**config.mk**
```make
export PLATFORM = sky130hd
export DESIGN_NAME = ring_step_ctrl
export DESIGN_NICKNAME = d
export VERILOG_FILES = /design/src/rtl/ring_ctrl_pkg.sv /design/src/rtl/sw_debounce.sv /design/src/rtl/ring_step_ctrl.sv
export SDC_FILE = /design/constraint.sdc
export NUM_CORES = 1
export LEC_CHECK = 0
export ABC_CLOCK_PERIOD_IN_PS = 3200
export CAP_MARGIN = 20
export CORE_AREA = 8 8 89 91
export DETAILED_ROUTE_END_ITERATION = 10
export DIE_AREA = 0 0 97 99
export PLACE_DENSITY = 0.79
export SLEW_MARGIN = 20
export SYNTH_ARGS = -nofsm -noshare
export SYNTH_HDL_FRONTEND = slang
export SYNTH_HIERARCHICAL = 1
export SYNTH_SLANG_ARGS = --single-unit
```
**constraint.sdc**
```tcl
create_clock -name CLK -period 3.2 [get_ports CLK]
set_clock_uncertainty 0.05 [all_clocks]
set_input_delay 0.64 -clock CLK [delete_from_list [all_inputs] [get_ports CLK]]
set_output_delay 0.64 -clock CLK [all_outputs]
set_load 0.05 [all_outputs]
```
**src/rtl/ring_ctrl_pkg.sv**
```systemverilog
// Shared types and constants for the student-number ring sequencing controller.
package ring_ctrl_pkg;

  localparam int RING_LEN = 8;
  localparam int POS_W    = 3;

  typedef enum logic [1:0] {
    IDLE,
    STEP_HOLD,
    LOAD_HOLD
  } ctrl_state_e;

  // Head index after one shift; wraps from the last ring entry back to 0.
  function automatic logic [POS_W-1:0] pos_inc(input logic [POS_W-1:0] p);
    return (p == POS_W'(RING_LEN - 1)) ? '0 : p + 1'b1;
  endfunction

endpackage

```
**src/rtl/sw_debounce.sv**
```systemverilog
// Two-flop synchroniser plus stability counter for one raw board switch.
// Outputs the accepted level and a one-cycle pulse when that level rises.
module sw_debounce #(
  parameter int DEBOUNCE_CYCLES = 16
) (
  input  logic clk,
  input  logic rst_n,
  input  logic raw,
  output logic level,
  output logic rise
);

  localparam int CNT_W = (DEBOUNCE_CYCLES > 1) ? $clog2(DEBOUNCE_CYCLES) : 1;
  localparam logic [CNT_W-1:0] CNT_LAST = CNT_W'(DEBOUNCE_CYCLES - 1);

  logic             sync_1;
  logic             sync_2;
  logic [CNT_W-1:0] cnt_q;
  logic             level_q;
  logic             rise_q;

  always_ff @(posedge clk or negedge rst_n) begin
    if (!rst_n) begin
      sync_1 <= 1'b0;
      sync_2 <= 1'b0;
    end else begin
      sync_1 <= raw;
      sync_2 <= sync_1;
    end
  end

  // Any cycle where the synchronised input agrees with the accepted level
  // restarts the count, so a glitch shorter than DEBOUNCE_CYCLES is dropped.
  always_ff @(posedge clk or negedge rst_n) begin
    if (!rst_n) begin
      cnt_q   <= '0;
      level_q <= 1'b0;
      rise_q  <= 1'b0;
    end else begin
      rise_q <= 1'b0;
      if (sync_2 == level_q) begin
        cnt_q <= '0;
      end else if (cnt_q == CNT_LAST) begin
        cnt_q   <= '0;
        level_q <= sync_2;
        rise_q  <= sync_2;
      end else begin
        cnt_q <= cnt_q + 1'b1;
      end
    end
  end

  assign level = level_q;
  assign rise  = rise_q;

endmodule

```
**src/rtl/ring_step_ctrl.sv**
```systemverilog
// Sequencing controller for the rotating student-number ring: conditions the
// switches, issues shift/preload pulses (manual or auto) and tracks the head.
module ring_step_ctrl
  import ring_ctrl_pkg::*;
#(
  parameter int DEBOUNCE_CYCLES = 16,
  parameter int PERIOD_W        = 24
) (
  input  logic                CLK,
  input  logic                RST,
  input  logic                STEP_IN,
  input  logic                RELOAD_IN,
  input  logic                AUTO_IN,
  input  logic [PERIOD_W-1:0] PERIOD,
  output logic                SHIFT_EN,
  output logic                LOAD,
  output logic [2:0]          POS,
  output logic                WRAP
);

  // SHIFT_EN and LOAD are registered single-cycle strobes with no back-pressure:
  // the ring acts on every edge that samples one high, and they are exclusive.

  logic step_lvl, step_rise;
  logic reload_lvl, reload_rise;
  logic auto_lvl, auto_rise_unused;

  sw_debounce #(.DEBOUNCE_CYCLES(DEBOUNCE_CYCLES)) u_step_db (
    .clk(CLK), .rst_n(RST), .raw(STEP_IN), .level(step_lvl), .rise(step_rise)
  );

  sw_debounce #(.DEBOUNCE_CYCLES(DEBOUNCE_CYCLES)) u_reload_db (
    .clk(CLK), .rst_n(RST), .raw(RELOAD_IN), .level(reload_lvl), .rise(reload_rise)
  );

  sw_debounce #(.DEBOUNCE_CYCLES(DEBOUNCE_CYCLES)) u_auto_db (
    .clk(CLK), .rst_n(RST), .raw(AUTO_IN), .level(auto_lvl), .rise(auto_rise_unused)
  );

  ctrl_state_e         state_q, state_d;
  logic [PERIOD_W-1:0] timer_q, timer_d;
  logic [POS_W-1:0]    pos_q, pos_d;
  logic                shift_q, shift_d;
  logic                load_q, load_d;
  logic                wrap_q, wrap_d;
  logic                period_on;
  logic                tick;

  assign period_on = (PERIOD != '0);
  // >= rather than == so a PERIOD lowered below the running count still ticks.
  assign tick      = period_on && (timer_q >= (PERIOD - PERIOD_W'(1)));

  always_comb begin
    state_d = state_q;
    timer_d = '0;
    shift_d = 1'b0;
    load_d  = 1'b0;
    case (state_q)
      IDLE: begin
        if (reload_rise) begin
          load_d  = 1'b1;
          state_d = LOAD_HOLD;
        end else if (!auto_lvl) begin
          if (step_rise) begin
            shift_d = 1'b1;
            state_d = STEP_HOLD;
          end
        end else if (period_on) begin
          if (tick) shift_d = 1'b1;
          else      timer_d = timer_q + 1'b1;
        end
      end
      STEP_HOLD: begin
        if (reload_rise) begin
          load_d  = 1'b1;
          state_d = LOAD_HOLD;
        end else if (!step_lvl) begin
          state_d = IDLE;
        end
      end
      LOAD_HOLD: begin
        if (!reload_lvl) state_d = IDLE;
      end
      default: state_d = IDLE;
    endcase

    // POS follows the ring itself: it moves on the edge that samples a strobe.
    pos_d = pos_q;
    if (load_q)       pos_d = '0;
    else if (shift_q) pos_d = pos_inc(pos_q);
    wrap_d = shift_d && (pos_d == POS_W'(RING_LEN - 1));
  end

  always_ff @(posedge CLK or negedge RST) begin
    if (!RST) begin
      state_q <= IDLE;
      timer_q <= '0;
      pos_q   <= '0;
      shift_q <= 1'b0;
      load_q  <= 1'b0;
      wrap_q  <= 1'b0;
    end else begin
      state_q <= state_d;
      timer_q <= timer_d;
      pos_q   <= pos_d;
      shift_q <= shift_d;
      load_q  <= load_d;
      wrap_q  <= wrap_d;
    end
  end

  assign SHIFT_EN = shift_q;
  assign LOAD     = load_q;
  assign POS      = pos_q;
  assign WRAP     = wrap_q;

endmodule

```
==> flow_summary.ini <==
[drt]
viasPerCell = 5.71
dr.pass1.iters = 4
ant_nets = 0
drtIter0Drc = 164
wire_per_inst_um = 15.8
vias = 2895
drc_errors = 0
totalWireLength_mm = 8.00

[setup_path]
cp-start-kind = primary input
endpoint_kind = flip-flop
critPathKind = in -> reg
arrival_ns = 3.65
cp.required_ns = 3.35
cp_max_fo = 24

[pwr]
p_switching_uw = 315
p_sw_share_pct = 22.1
power.leakage_nw = 1.89
p_seq_share_pct = 50.6
p_int_mw = 1.11
total_power_mw = 1.42
pwr-share-clk_pct = 37.9
power.density_nw_per_um2 = 312
combPwrFrac_pct = 11.6
worst_ir_drop_vdd_mv = 0.323

[global_routing]
grt_antenna_before_repair = 0
grt_pass1_wl_mm = 13.2
overflow = 0
grt_max_degree = 37
grtUsageTotal_pct = 16.3
grt_pass1_vias = 2965

[sta]
setup_viol = 26
setup_ws_ns = -0.304
max_slew_margin_pct = 49.7
rsz0062_at_grt = yes
min_period_ns = 3.50
hold_viol_final = 0
period_share_pct = 109
finalMaxSlewViolations = 0
tightest_slew_ns = 0.755
timing.hold.ws_ns = 0.305
max_freq_mhz = 285

[final_layout]
post-route-util_pct = 69.3
num-nets-final = 486
synthToLayoutAreaGrowth_pct = 31.1
num_antenna_cells = 0
drive_gt1_share_pct = 26.2

[place]
place.gp.congestion = 0.877
post-place-ws_ns = -0.907
portBuffers = 34
hpwl_mm = 5.78

[logic_synthesis]
syn_area_per_cell_um2 = 10.3
synth.cell_area_um2 = 3470
syn_inst = 338
synth_nets = 398
yosysWarningCount = 6

[clocking]
cts.htree.levels = 2
clockRootBuffer = clkbuf_8
cts_max_path_buffers = 2
insertion_delay_ns = 0.31
cts-buffers-inserted = 5
cts_hold_buf = 0
cts.sinks = 55
clk_pin_slew_ns = 0.10
cts_tree = yes

[outcome]
violations = negative setup slack
run_status = finished, violations left

[floorplan]
rows = 30
die_area_um2 = 9600
coreArea_um2 = 6570
die_w_um = 97
start_util_pct = 52.9
die_y_um = 99
io_pins = 35

[hold_path]
min_path_type = reg -> reg

[job]
cap_viol_max_count = 0
layout make-up:
| class | instances | area, um^2 |
|---|---|---|
| Multi-Input combinational cell | 266 | 2160 |
| Timing Repair Buffer | 88 | 744 |
| Clock inverter | 3 | 67.6 |
| Inverter | 10 | 37.5 |
| Tap cell | 80 | 100 |
| Sequential cell | 55 | 1380 |
| Fill cell | 469 | 2010 |
| Clock buffer | 5 | 68.8 |
worst paths after layout:
path	endpoint	cells past startpoint	from	slack, ns
min in group asynchronous	u_step_db/level	1	RST	0.34
max in group asynchronous	u_auto_db/level	2	RST	2.11
hold reg to reg	u_step_db/sync_2	0	u_step_db/sync_1	0.30
hold / removal	u_step_db/sync_2	0	u_step_db/sync_1	0.30
setup / recovery	timer_q[15]	13	PERIOD[3]	-0.30
setup reg to reg	timer_q[15]	8	timer_q[17]	1.01
stage by stage:
step,setup TNS (ns),cells,cell area (um^2)
3_3_place_gp,-20.93,496,4290
6_report,-5.43,507,4550
3_5_place_dp,-22.75,496,4290
2_1_floorplan,-6.62,338,3510
4_1_cts,-4.26,506,4480
5_1_grt,-8.46,507,4550
power by group through the flow:
| stage | Clock, mW | Combinational [mW] | Sequential (mW) |
|---|---|---|---|
| 5_1_grt | 0.573 | 0.182 | 0.722 |
| 3_3_place_gp | 0 | 0.161 | 0.732 |
| 6_report | 0.539 | 0.164 | 0.719 |
| 3_5_place_dp | 0 | 0.166 | 0.733 |
| 4_1_cts | 0.548 | 0.165 | 0.719 |
| 2_1_floorplan | 0 | 0.0590 | 0.731 |
state kept, by name, indices dropped and copies added, names as in the netlist, 2 cells and up:
name	count
u_auto_db/cnt_q	4
u_reload_db/cnt_q	4
state_q	2
u_step_db/cnt_q	4
POS	3
timer_q	24
layer usage:
metal | track usage [%] | share of wire [%]
met1 | 19.2 | 43
met2 | 28.7 | 51
met3 | 2.80 | 3.4
met4 | 6.63 | 2.1
met5 | 0 | 0
what timing repair did:
item,CTS,global route
gates resized for setup,42,11
endpoints found under the setup margin,26,26
setup buffers,2,1
cloned,0,0
pin swaps,10,0
worst max-delay path, stage by stage:
cell and delay [ns]:
buf_6 0.09, or3_4 0.37, or4_4 0.46, nor3b_4 0.28, nand2_1 0.11, xor2_1 0.16
ha_1 0.29, a21o_1 0.18, a21o_1 0.20, a221oi_4 0.29, nand2_2 0.10, buf_12 0.18
nor4_1 0.31
cell usage in the layout, fill, tap and decap left out, types with 2 or more instances in the layout:
cell / n
nand2_2: 2
or4_4: 3
nand4_1: 9
ha_1: 31
nor3_1: 11
nor4_1: 12
nand3_2: 4
xnor2_1: 31
nor3b_1: 3
mux2_4: 3
mux2i_1: 3
and4_1: 5
o21ai_0: 6
a21oi_1: 13
buf_2: 4
nand3b_1: 3
buf_6: 3
clkbuf_8: 5
clkdlybuf4s50_1: 21
inv_1: 10
nand2_1: 21
buf_4: 51
xor2_1: 18
dfrtp_1: 55
bufinv_16: 2
a21o_1: 5
nor4_2: 18
dlygate4sd2_1: 6
nand3_1: 8
nor3b_2: 4
nor3_2: 3
nor2b_1: 6
buf_12: 2
nor2_1: 22
a21boi_0: 2
nand4b_1: 4
No activity file was read; power rests on OpenSTA's default activity.
